[src/rtl/bcd_binary_converter.sv]
// bcd_binary_converter: sequential packed-BCD to binary converter using the
// reverse double-dabble algorithm. Each SHIFT cycle shifts the working
// register right by one and subtracts 3 from every BCD digit that is >= 8,
// producing one result bit per clock. Start/busy/done handshake.
//
// Optional build macro BCD_INPUT_CHECK_EN: when defined, an input with any
// digit > 9 is rejected on the accepting edge (bin=0, err=1, done in the
// next cycle). When undefined, err is always 0 and every input is converted.
module bcd_binary_converter #(
  parameter int DIGITS = 3,
  parameter int BIN_W  = 10
) (
  input  logic                  clk,
  input  logic                  rst_n,
  input  logic                  start,
  input  logic [4*DIGITS-1:0]   bcd,
  output logic [BIN_W-1:0]      bin,
  output logic                  busy,
  output logic                  done,
  output logic                  err
);

  localparam int SR_W  = 4*DIGITS + BIN_W;
  localparam int CNT_W = $clog2(BIN_W + 1);
  localparam logic [CNT_W-1:0] LAST_CNT = CNT_W'(BIN_W - 1);

  typedef enum logic [1:0] {
    S_IDLE,
    S_SHIFT,
    S_DONE
  } state_t;

  state_t            r_state, w_state_nxt;
  logic [SR_W-1:0]   r_sr, w_sr_nxt, w_sr_shr, w_sr_corr;
  logic [CNT_W-1:0]  r_cnt, w_cnt_nxt;
  logic [BIN_W-1:0]  r_bin, w_bin_nxt;
  logic              r_busy, w_busy_nxt;
  logic              r_done, w_done_nxt;
  logic              r_err, w_err_nxt;
  logic              w_bad;

  assign w_sr_shr = r_sr >> 1;

  // Digit correction on the shifted value: each BCD field >= 8 loses 3.
  always_comb begin
    w_sr_corr = w_sr_shr;
    for (int unsigned i = 0; i < DIGITS; i++) begin
      if (w_sr_shr[BIN_W + 4*i +: 4] >= 4'd8)
        w_sr_corr[BIN_W + 4*i +: 4] = w_sr_shr[BIN_W + 4*i +: 4] - 4'd3;
    end
  end

`ifdef BCD_INPUT_CHECK_EN
  // Flag any input digit above 9 so the conversion can be rejected at accept.
  always_comb begin
    w_bad = 1'b0;
    for (int unsigned i = 0; i < DIGITS; i++) begin
      if (bcd[4*i +: 4] > 4'd9)
        w_bad = 1'b1;
    end
  end
`else
  assign w_bad = 1'b0;
`endif

  // Next-state and next-register values for the conversion FSM.
  always_comb begin
    w_state_nxt = r_state;
    w_sr_nxt    = r_sr;
    w_cnt_nxt   = r_cnt;
    w_bin_nxt   = r_bin;
    w_busy_nxt  = r_busy;
    w_done_nxt  = 1'b0;
    w_err_nxt   = r_err;
    case (r_state)
      S_IDLE: begin
        if (start) begin
          if (w_bad) begin
            w_bin_nxt   = '0;
            w_err_nxt   = 1'b1;
            w_done_nxt  = 1'b1;
            w_busy_nxt  = 1'b0;
            w_sr_nxt    = '0;
            w_cnt_nxt   = '0;
            w_state_nxt = S_DONE;
          end else begin
            w_sr_nxt    = {bcd, {BIN_W{1'b0}}};
            w_cnt_nxt   = '0;
            w_busy_nxt  = 1'b1;
            w_state_nxt = S_SHIFT;
          end
        end
      end
      S_SHIFT: begin
        w_sr_nxt  = w_sr_corr;
        w_cnt_nxt = r_cnt + 1'b1;
        // Final shift: the result is taken from the corrected value so bin
        // is updated on the same edge as the last shift.
        if (r_cnt == LAST_CNT) begin
          w_bin_nxt   = w_sr_corr[BIN_W-1:0];
          w_busy_nxt  = 1'b0;
          w_done_nxt  = 1'b1;
          w_err_nxt   = 1'b0;
          w_state_nxt = S_DONE;
        end
      end
      S_DONE: begin
        w_state_nxt = S_IDLE;
      end
      default: begin
        w_state_nxt = S_IDLE;
      end
    endcase
  end

  // State register.
  always_ff @(posedge clk or negedge rst_n) begin
    if (!rst_n)
      r_state <= S_IDLE;
    else
      r_state <= w_state_nxt;
  end

  // Datapath and output registers.
  always_ff @(posedge clk or negedge rst_n) begin
    if (!rst_n) begin
      r_sr   <= '0;
      r_cnt  <= '0;
      r_bin  <= '0;
      r_busy <= 1'b0;
      r_done <= 1'b0;
      r_err  <= 1'b0;
    end else begin
      r_sr   <= w_sr_nxt;
      r_cnt  <= w_cnt_nxt;
      r_bin  <= w_bin_nxt;
      r_busy <= w_busy_nxt;
      r_done <= w_done_nxt;
      r_err  <= w_err_nxt;
    end
  end

  assign bin  = r_bin;
  assign busy = r_busy;
  assign done = r_done;
  assign err  = r_err;

endmodule

[config.mk]
export PLATFORM = sky130hd
export DESIGN_NAME = bcd_binary_converter
export DESIGN_NICKNAME = d
export VERILOG_FILES = /design/src/rtl/bcd_binary_converter.sv
export SDC_FILE = /design/constraint.sdc
export NUM_CORES = 1
export LEC_CHECK = 0
export ABC_CLOCK_PERIOD_IN_PS = 1350
export BUFFER_PORTS_ARGS = -buffer_cell sky130_fd_sc_hd__buf_2
export CORE_ASPECT_RATIO = 1.25
export CORE_MARGIN = 2
export CORE_UTILIZATION = 50
export CTS_BUF_LIST = sky130_fd_sc_hd__clkbuf_16
export CTS_CLUSTER_SIZE = 30
export DETAILED_ROUTE_END_ITERATION = 10
export PLACE_DENSITY = 0.74
export SLEW_MARGIN = 20
export SYNTH_ARGS = -nofsm -noshare
export SYNTH_HDL_FRONTEND = slang
export SYNTH_SLANG_ARGS = --single-unit
[constraint.sdc]
create_clock -name clk -period 1.35 [get_ports clk]
set_input_delay 0.135 -clock clk [delete_from_list [all_inputs] [get_ports clk]]
set_output_delay 0.135 -clock clk [all_outputs]
set_load 0.005 [all_outputs]
== Yosys cells after proc, flatten, opt, wreduce, memory -nomap -nowiden ==
Index checks and enable logic that the tools add are counted.

* Add/subtract/negate cells: 4
* $mul: 0
* Divide/modulo/power cells: 0
* Order comparisons: 3
* Equal/unequal tests: 4
* Shift operators: 0
* Multiplexer cells: 15
* Bitwise gates (word level): 0
* Reductions and logical operators: 6

{| class="wikitable"
|+ Operators with widths
! kind !! number
|-
| case mux 22 bit (2 select lines) || 1
|-
| two-way mux 22 bit || 1
|-
| two-way mux 4 bit || 4
|-
| >= comparator 4 bit (second input constant) || 2
|-
| case mux 4 bit (2 select lines) || 1
|-
| subtractor 4 x 2 -> 4 bit (second input constant) || 2
|-
| AND reduction 2 bit || 3
|-
| adder 4 x 1 -> 4 bit (second input constant) || 1
|-
| equality test 4 bit (second input constant) || 1
|-
| >= comparator 3 x 4 -> 1 bit (second input constant) || 1
|-
| two-way mux 1 bit || 4
|-
| two-way mux 2 bit || 2
|-
| != test 2 bit (second input constant) || 2
|-
| case mux 2 bit (2 select lines) || 1
|-
| subtractor 3 x 2 -> 4 bit (second input constant) || 1
|-
| AND reduction 3 bit || 1
|-
| equality test 2 x 1 -> 1 bit (second input constant) || 1
|-
| zero test 2 bit || 1
|-
| case mux 1 bit (2 select lines) || 1
|-
| nonzero test 2 bit || 1
|}

* Bits in registers: 40
* Latch bits: 0
* Bits in writable memories: 0
* Memory bits (read-only): 0
* Input bits: 15
* Output and inout port bits: 13
* Logic and storage cells: 38
* Memories kept: 0

== Depth between registers and ports, before layout ==
Gate-level depths: netlist of the first run.

* Word-level depth: 3
* Mapped depth: 6
* Mapped depth without buffers: 5

== Worst setup path after synthesis of the first run ==
No wires, ideal clock.

* Path type: reg-to-reg
* Start: register r_cnt[1]
* End: register r_bin[2] (netlist: bin[2])
* Setup time: 0.125 ns
* Arrival: 1.308 ns
* Required time: 1.225 ns
* Path slack: -0.083 ns
* Stages on the path, launching flop included: 7
* Path buffers: 1
* Period minus slack after synthesis: 1.433 ns
* Path through: dfrtp_1 -> inv_1 -> ha_1 -> nand2_1 -> nor3_4 -> buf_6 -> mux2_2

* Word-level cells in the longest chain between the ends: 2

{| class="wikitable"
|+ Ends and longest elaborated chain
! element !! line !! source
|-
| start: declaration || 35 || <nowiki>logic [CNT_W-1:0] r_cnt, w_cnt_nxt;</nowiki>
|-
| start signal: assignment || 135 || <nowiki>r_cnt <= w_cnt_nxt;</nowiki>
|-
| equality test 4 bit || 99 || <nowiki>if (r_cnt == LAST_CNT) begin</nowiki>
|-
| AND reduction 2 bit (no line) || - ||
|-
| end signal: assignment || 136 || <nowiki>r_bin <= w_bin_nxt;</nowiki>
|-
| end: declaration || 36 || <nowiki>logic [BIN_W-1:0] r_bin, w_bin_nxt;</nowiki>
|}

No other way between the ends.
A chain may end at the register's enable or synchronous reset.

== Worst setup path in the final report of the first run ==
* Start: register r_cnt[1]
* End: register r_bin[7] (netlist: bin[7])

The elaborated chain is that of the path after synthesis.

==> reports/summary.txt, run 1 <==
unrepaired setup endpoints after global routing -> true
vias in the first global route -> 1,263
Internal Pwr Total -> 0.00367 W
Yosys cell types -> 36
I/O Pins -> 28
GPL Wtd Cong -> 0.742
mapped cell area -> 1800 um2
cell types with the highest counts after synthesis -> dfrtp_1 (39), nand2_1 (14), mux2_2 (10)
initial core utilization -> 0.517
Clk Tree Root Cell -> clkbuf_16
Endpoint, Worst Hold -> r_sr[15]$_DFFE_PN0P_
Post-CTS Setup Bufs -> 0
beginning of the worst register-to-register path -> r_cnt[1]$_DFFE_PN0P_
placeable core region -> 3480 um2
CP startpoint kind -> flop
largest net degree at the start of global routing -> 23
Area Overhead vs Synth -> 22.8%
Psw -> 0.00196 W
htree depth -> 2
# Max-Cap Violations -> 0
CP Max Fanout -> 12
Die Span Y -> 71.1 um
Sw Share -> 0.348
nets@finish -> 212
Setup WS post-layout -> -104 ps
clock power share -> 0.196
Reg power frac -> 0.379
status -> finished, violations left
Critical Path RT -> 1510 ps
fillcell total -> 293
DR WL met2 -> 1930 um
1st-iter DRT viols -> 34
Bufs on Longest Clock Path -> 2
area share of the largest cell type after synthesis -> 0.542
VDD IR-drop max -> 0.00163 V
register area -> 976 um2
post-synthesis sequential area ratio -> 0.542
hold slack final -> 77.1 ps
static leakage -> 1.08 nW
capture point of the worst reg-to-reg path -> bin[7]$_DFFE_PN0P_
Syn Inst Count -> 148
placed cells -> 222
most common cell in the synthesized netlist -> dfrtp_1
post-route ant nets -> 0
die area -> 4100 um2
Ys Warns -> 0
critical path class -> flop to flop
Port Buffers -> 26
Syn Area/Cell -> 12.2 um2
drt first pass iters -> 6
WL met1 -> 1400 um
Num CTS Buffers -> 5
later-pin clock latency in the skew report -> 280 ps
r2r setup slk -> -100 ps
min cycle time layout -> 1450 ps
Final period util -> 1.08
layout cell share with drive strength beyond 1 -> 0.359
Top Metal Used -> met4
worst hold-check path type -> input port to flop
Worst EP arrival -> 1610 ps
fraction of registers with async set/reset -> 1.00
Wirelength per Cell -> 15.1 um
drt drc -> 0
final hold violation count -> 0
Area contributors post-synth -> dfrtp_1 (54%), mux2_2 (6.3%), ha_1 (4.2%)
Worst-path clk slew -> 50 ps
gr usage total -> 0.195
combinational power share -> 0.425
ys flop type -> dfrtp_1
area leader, netlist -> dfrtp_1
antenna violations before repair -> 0
Max Clk Rate -> 0.688 GHz
DIE WIDTH -> 57.7 um
final wirelength -> 3490 um
grt ovf -> 0
global-route wire length before repair -> 5960 um
dpl ws -> -101 ps
Sink Count -> 39
Diodes inserted -> 0
worst clock skew -> 3.50 ps
Synth Register Bits -> 39
Setup crit end kind -> flop
CTS tree -> done
worst reg-to-reg path cell count -> 6
Finish-stage setup viols -> 10
Hold Startpoint -> bcd[5]
Cell Pwr Density -> 2540 nW/um2
Vias per Instance -> 5.32
sum of negative setup slack -> -914 ps
vias post-DR -> 1,228
Hold Crit Depth -> 3
multi-input logic area -> 721 um2
HPWL Detailed -> 2620 um
# rows -> 24
Finished Layout Cells -> 231
violations in the final reports -> negative setup slack
Final Max Tran Viols -> 0
WL met3 -> 132 um
Post-synth EDFFs -> 0
syn_nets -> 169
cell usage in the layout (no fill, tap or decap), types with 3 or more instances in the layout:
cell type,n
nand2_1,13
nor2_1,7
nor3_1,3
buf_2,26
buf_4,14
o21ai_0,4
a22o_1,8
xor2_1,3
a21oi_1,3
a31oi_1,4
inv_1,9
o22ai_1,3
clkbuf_16,5
mux2i_1,3
mux2_2,10
ha_1,6
dfrtp_1,39
nor2b_1,3
registers in the layout, indices dropped and copies added, names as in the netlist:
signal   flops
bin         10
done         1
r_sr        21
busy         1
r_state      2
r_cnt        4
power by group through the flow:
stage	sequential [W]	combinational (W)	clock [W]
finish	0.00213	0.00239	0.00110
global route	0.00221	0.00268	0.00118
CTS	0.00214	0.00241	0.00113
detailed placement	0.00216	0.00239	0
global placement	0.00212	0.00226	0
floorplan	0.00210	0.00167	0
worst max path at each step:
stage                     slack (ps)  cells after the start            endpoint            startpoint
after global placement           -40                      6  bin[0]$_DFFE_PN0P_  r_cnt[1]$_DFFE_PN0P_
after detailed placement        -100                      6  bin[7]$_DFFE_PN0P_  r_cnt[1]$_DFFE_PN0P_
after CTS                       -110                      6  bin[7]$_DFFE_PN0P_  r_cnt[1]$_DFFE_PN0P_
after floorplan                  -70                      6  bin[2]$_DFFE_PN0P_  r_cnt[1]$_DFFE_PN0P_
after global routing            -150                      6  bin[1]$_DFFE_PN0P_  r_cnt[1]$_DFFE_PN0P_
final                           -100                      6  bin[7]$_DFFE_PN0P_  r_cnt[1]$_DFFE_PN0P_
final cells by class:
cell class,count,area share
clock buffers,5,0.0565
clock inverters,3,0.00735
inverters,8,0.0136
multi-input cells,93,0.326
flip-flops and latches,39,0.441
well taps,39,0.0220
repair buffers,44,0.134
worst max-delay path, stage by stage, from the launching register on:
cell and delay, ps:
dfrtp_1 370, inv_1 80, ha_1 160, nand2_2 70, nor3_4 150, buf_12 160, mux2_2 340
routing by layer:
| metal | up-vias | track usage |
|---|---|---|
| li1 | 600 | - |
| met1 | 596 | 0.223 |
| met2 | 28 | 0.338 |
| met3 | 4 | 0.0567 |
| met4 | 0 | 0.0749 |
| met5 | - | 0 |
through the flow:
stage | power, W | utilization | cell area (um2)
after floorplan | 0.00377 | - | 1800
after global placement | 0.00437 | 0.591 | 2060
after detailed placement | 0.00455 | 0.591 | 2060
after CTS | 0.00568 | 0.634 | 2210
after global routing | 0.00607 | 0.635 | 2210
final | 0.00563 | 0.635 | 2210
logic make-up (layout without fill, tap and decap cells):
kind of cell	after synthesis	count (layout)	synth area share
flops	39	39	0.542
compound gates	36	36	0.160
simple gates	32	32	0.0903
buf+inv	16	60	0.0604
mux	13	13	0.0792
fa+ha+maj	6	6	0.0417
xor+xnor	5	5	0.0243
other cells	1	1	0.00208
timing repair:
item                                    4_1_cts  5_1_grt
endpoints found under the hold margin        17        0
gates resized for setup                       0        2
hold buffers                                  1        0
pin swaps                                     0        1
endpoints found under the setup margin       10       14
(Power assumes the default switching activity.)
==> run 2, diff against run 1 <==
--- a/config.mk
+++ b/config.mk
@@ -5,15 +5,15 @@
 export SDC_FILE = /design/constraint.sdc
 export NUM_CORES = 1
 export LEC_CHECK = 0
-export ABC_CLOCK_PERIOD_IN_PS = 1350
+export ABC_CLOCK_PERIOD_IN_PS = 1550
 export BUFFER_PORTS_ARGS = -buffer_cell sky130_fd_sc_hd__buf_2
 export CORE_ASPECT_RATIO = 1.25
 export CORE_MARGIN = 2
-export CORE_UTILIZATION = 50
+export CORE_UTILIZATION = 55
 export CTS_BUF_LIST = sky130_fd_sc_hd__clkbuf_16
 export CTS_CLUSTER_SIZE = 30
 export DETAILED_ROUTE_END_ITERATION = 10
-export PLACE_DENSITY = 0.74
+export PLACE_DENSITY = 0.78
 export SLEW_MARGIN = 20
 export SYNTH_ARGS = -nofsm -noshare
 export SYNTH_HDL_FRONTEND = slang
==> constraint.sdc (replaced) <==
create_clock -name clk -period 1.55 [get_ports clk]
set_input_delay 0.155 -clock clk [delete_from_list [all_inputs] [get_ports clk]]
set_output_delay 0.155 -clock clk [all_outputs]
set_load 0.005 [all_outputs]
==> run 2 against run 1 <==
Compared with the run above:
- the run now ends clean
- largest cell class unchanged
- setup slack improved by 180 ps
- first-iteration DRC count fell by 29%
- clock power fell by 14%
- largest power group is now sequential cells
==> reports/summary.txt, run 2 (synthesis results as in run 1) <==
status -> complete, no violations
max FFs per register -> 21
Area Overhead vs Synth -> 19.9%
Clk Tree Root Cell -> clkbuf_16
min cycle time layout -> 1480 ps
Sink Count -> 39
GPL Wtd Cong -> 0.724
Finish-stage setup viols -> 0
Setup crit end kind -> flop
static leakage -> 1.05 nW
most frequent cells in the layout -> dfrtp_1 (38), buf_2 (26), nand2_1 (13)
gr usage total -> 0.213
Diodes inserted -> 0
Vias per Instance -> 5.61
Slew HR -> 0.658
Worst EP arrival -> 1640 ps
critical path class -> flop to flop
Slew @ Worst Pin -> 512 ps
final core utilization -> 0.682
final hold violation count -> 0
die area -> 3750 um2
# Max-Cap Violations -> 0
post-route ant nets -> 0
Biggest register -> r_sr
Bufs on Longest Clock Path -> 2
placed cells -> 212
Critical Path RT -> 1710 ps
Num CTS Buffers -> 5
most common cell after layout, fill and taps aside -> dfrtp_1
Final Max Tran Viols -> 0
Port Buffers -> 26
grt ovf -> 0
placeable core region -> 3170 um2
Worst-path clk slew -> 50 ps
1st-iter DRT viols -> 24
global-route wire length before repair -> 5490 um
CTS tree -> done
CP startpoint kind -> flop
layout cell share with drive strength beyond 1 -> 0.342
Max Clk Rate -> 0.677 GHz
vias post-DR -> 1,239
final wirelength -> 3550 um
I/O Pins -> 28
antenna violations before repair -> 0
initial core utilization -> 0.569
worst hold-check path type -> input port to flop
# rows -> 23
Final period util -> 0.953
CP Max Fanout -> 6
worst clock skew -> 5.15 ps
nets@finish -> 205
drt first pass iters -> 4
largest net degree at the start of global routing -> 21
Die Span Y -> 68.0 um
later-pin clock latency in the skew report -> 280 ps
Wirelength per Cell -> 16.1 um
vias in the first global route -> 1,183
VDD IR-drop max -> 0.00125 V
Cell Pwr Density -> 2220 nW/um2
DIE WIDTH -> 55.2 um
Finished Layout Cells -> 221
drt drc -> 0
HPWL Detailed -> 2470 um
htree depth -> 2
run 2: final timing paths:
| kind | from | cells past startpoint | slack, ps | to |
|---|---|---|---|---|
| min in group asynchronous | rst_n | 2 | 360 | r_sr[15]$_DFFE_PN0P_ |
| max in group asynchronous | rst_n | 3 | 710 | r_cnt[0]$_DFFE_PN0P_ |
| worst max register to register | r_cnt[1]$_DFFE_PN0P_ | 6 | 70 | bin[6]$_DFFE_PN0P_ |
| worst min-delay path | bcd[1] | 3 | 100 | r_sr[11]$_DFFE_PN0P_ |
| worst max-delay path | r_cnt[1]$_DFFE_PN0P_ | 6 | 70 | bin[6]$_DFFE_PN0P_ |
| worst min register to register | bin[3]$_DFFE_PN0P_ | 1 | 500 | bin[3]$_DFFE_PN0P_ |
run 2: timing repair:
| item | CTS | global route |
|---|---|---|
| hold buffers | 1 | 0 |
| buffers inserted | 0 | 1 |
| setup endpoints to repair | 0 | 10 |
| gates resized for setup | 0 | 8 |
| endpoints found under the hold margin | 19 | 0 |
run 2: layout make-up:
type	count	area, um2
clock buffer	5	125
clock inverter	2	8.76
fill	242	1010
inverter	8	30.0
multi-input combinational	93	737
sequential	39	977
tap	37	46.3
timing repair buffer	37	235
run 2: routing by layer:
metal  wire (um)  track usage
met5           0            0
met4          41       0.0915
met3         191       0.0590
met1        1510        0.259
met2        1810        0.350
run 2: report_power, final:
group          internal, W  switching [W]  total, W
Combinational      0.00100       0.000914   0.00191
Sequential         0.00150       0.000432   0.00193
Clock             0.000577       0.000370  0.000947
Total              0.00308        0.00172   0.00479
run 2: critical path: stages (launching register included):
cell and delay [ps]:
dfrtp_1 400, inv_2 80, ha_4 130, nand2_4 50, nor3_4 210, buf_6 150
mux2_2 330
run 2: stage by stage:
stage / instance area [um2] / setup slack [ps] / total power, W / hold WS (ps) / setup TNS [ps]
after detailed placement: 1980 / 57.4 / 0.00378 / 140 / 0
after global routing: 2160 / -0.0134 / 0.00512 / 98.1 / -0.0134
final: 2160 / 72.7 / 0.00479 / 96.7 / 0
after floorplan: 1800 / 117 / 0.00328 / -141 / 0
after CTS: 2120 / 39.8 / 0.00476 / 89.0 / 0
after global placement: 1980 / 111 / 0.00364 / 135 / 0
==> run 3, diff against run 2 <==
--- a/config.mk
+++ b/config.mk
@@ -6,14 +6,14 @@
 export NUM_CORES = 1
 export LEC_CHECK = 0
 export ABC_CLOCK_PERIOD_IN_PS = 1550
-export BUFFER_PORTS_ARGS = -buffer_cell sky130_fd_sc_hd__buf_2
 export CORE_ASPECT_RATIO = 1.25
 export CORE_MARGIN = 2
-export CORE_UTILIZATION = 55
+export CORE_UTILIZATION = 61
 export CTS_BUF_LIST = sky130_fd_sc_hd__clkbuf_16
 export CTS_CLUSTER_SIZE = 30
 export DETAILED_ROUTE_END_ITERATION = 10
-export PLACE_DENSITY = 0.78
+export DONT_BUFFER_PORTS = 1
+export PLACE_DENSITY = 0.77
 export SLEW_MARGIN = 20
 export SYNTH_ARGS = -nofsm -noshare
 export SYNTH_HDL_FRONTEND = slang
==> run 3 against run 2 <==
Compared with the run above:
- cell count down 11%
- via count down 8.0%
- largest power group unchanged
- register-to-register slack about the same
==> reports/summary.txt, run 3 (synthesis results as in run 1) <==
status -> complete, no violations
CP startpoint kind -> flop
Final period util -> 0.949
Reg power frac -> 0.401
largest net degree at the start of global routing -> 40
Area Overhead vs Synth -> 14.4%
# Max-Cap Violations -> 0
Worst path max stage delay -> 400 ps
Wirelength per Cell -> 16.4 um
Die Span Y -> 64.8 um
drt drc -> 0
placeable core region -> 2890 um2
Critical Path RT -> 1720 ps
Worst-path clk slew -> 50 ps
antenna violations before repair -> 0
VDD IR-drop max -> 0.00161 V
Max Clk Rate -> 0.680 GHz
Bufs on Longest Clock Path -> 2
most frequent cells in the layout -> dfrtp_1 (39), nand2_1 (13), mux2_2 (10)
die area -> 3410 um2
final hold violation count -> 0
Final Max Tran Viols -> 0
worst reg-to-reg path cell count -> 6
Crit-path slowest cell -> dfrtp_1
CP Max Fanout -> 12
combinational power share -> 0.364
initial core utilization -> 0.623
Finish-stage setup viols -> 0
global-route wire length before repair -> 5530 um
Endpoint, Worst Hold -> r_sr[15]$_DFFE_PN0P_
HPWL Detailed -> 2310 um
r2r setup slk -> 80 ps
final wirelength -> 3220 um
vias post-DR -> 1,140
post-route ant nets -> 0
worst hold-check path type -> input port to flop
critical path class -> flop to flop
htree depth -> 2
sum of negative setup slack -> 0 ps
register area -> 976 um2
Diodes inserted -> 0
capture point of the worst reg-to-reg path -> bin[8]$_DFFE_PN0P_
CTS tree -> done
# rows -> 22
beginning of the worst register-to-register path -> r_cnt[1]$_DFFE_PN0P_
static leakage -> 0.954 nW
drt first pass iters -> 4
final core utilization -> 0.713
crit path launch -> r_cnt[1]$_DFFE_PN0P_
gr usage total -> 0.228
I/O Pins -> 28
clock power share -> 0.236
max FFs per register -> 21
nets@finish -> 181
Cell Pwr Density -> 2320 nW/um2
multi-input logic area -> 719 um2
Vias per Instance -> 5.79
min cycle time layout -> 1470 ps
Num CTS Buffers -> 5
DIE WIDTH -> 52.6 um
Psw -> 0.00163 W
Clk Tree Root Cell -> clkbuf_16
Internal Pwr Total -> 0.00316 W
Post-CTS Setup Bufs -> 0
worst clock skew -> 2.05 ps
fillcell total -> 202
Sw Share -> 0.340
layout cell share with drive strength beyond 1 -> 0.224
Hold Crit Depth -> 2
Biggest register -> r_sr
later-pin clock latency in the skew report -> 280 ps
Setup crit end kind -> flop
Sink Count -> 39
unrepaired setup endpoints after global routing -> false
grt ovf -> 0
worst-path cell chain -> inv_1 -> ha_1 -> nand2_2 -> nor3_4 -> buf_12 -> mux2_2
vias in the first global route -> 1,194
Worst EP arrival -> 1640 ps
GPL Wtd Cong -> 0.704
most common cell after layout, fill and taps aside -> dfrtp_1
hold slack final -> 13.9 ps
1st-iter DRT viols -> 14
Port Buffers -> 0
Hold Startpoint -> bcd[5]
==> run 3: repair_timing <==
item / CTS / global route
gates resized for setup: 0 / 1
hold buffers: 3 / 0
endpoints found under the setup margin: 0 / 9
hold endpoints to repair: 40 / 0
==> run 3: power groups by stage <==
stage	sequential (W)	combinational (W)	clock, W
floorplan	0.00183	0.00145	0
global placement	0.00190	0.00163	0
detailed placement	0.00194	0.00173	0
CTS	0.00192	0.00177	0.00115
global route	0.00199	0.00197	0.00122
finish	0.00192	0.00174	0.00113
==> run 3: worst max path at each step <==
stage | endpoint
after CTS | bin[5]$_DFFE_PN0P_
final | bin[8]$_DFFE_PN0P_
after global routing | bin[8]$_DFFE_PN0P_
after global placement | bin[8]$_DFFE_PN0P_
after detailed placement | bin[5]$_DFFE_PN0P_
after floorplan | bin[2]$_DFFE_PN0P_
==> run 3: critical path, delay by kind of cell (launching register included) <==
family                   cells  cell delay, ps
multiplexers                 1             330
adder cells (fa/ha/maj)      1             150
AND/OR/NAND/NOR              2             230
flip-flops                   1             400
buffers and inverters        2             240
==> run 3: per-stage QoR <==
step | total power [W] | worst slack [ps] | cell area (um2) | instances
floorplan | 0.00328 | 117 | 1800 | 148
global placement | 0.00353 | 110 | 1860 | 186
detailed placement | 0.00367 | 36.2 | 1860 | 186
CTS | 0.00485 | 34.7 | 2060 | 197
global route | 0.00518 | 16.7 | 2060 | 197
finish | 0.00479 | 79.5 | 2060 | 197
==> run 3: layout make-up <==
cell class              count  area share
flip-flops and latches     39       0.473
well taps                  36      0.0218
clock inverters             3      0.0188
repair buffers             13      0.0619
clock buffers               5      0.0607
multi-input cells          93       0.349
inverters                   8      0.0146
==> run 3: routing by layer <==
metal	global-route usage	vias up	wire length, um
li1	-	544	-
met1	0.274	556	1290
met2	0.350	31	1690
met3	0.0876	9	146
met4	0.119	0	99
met5	0	-	0
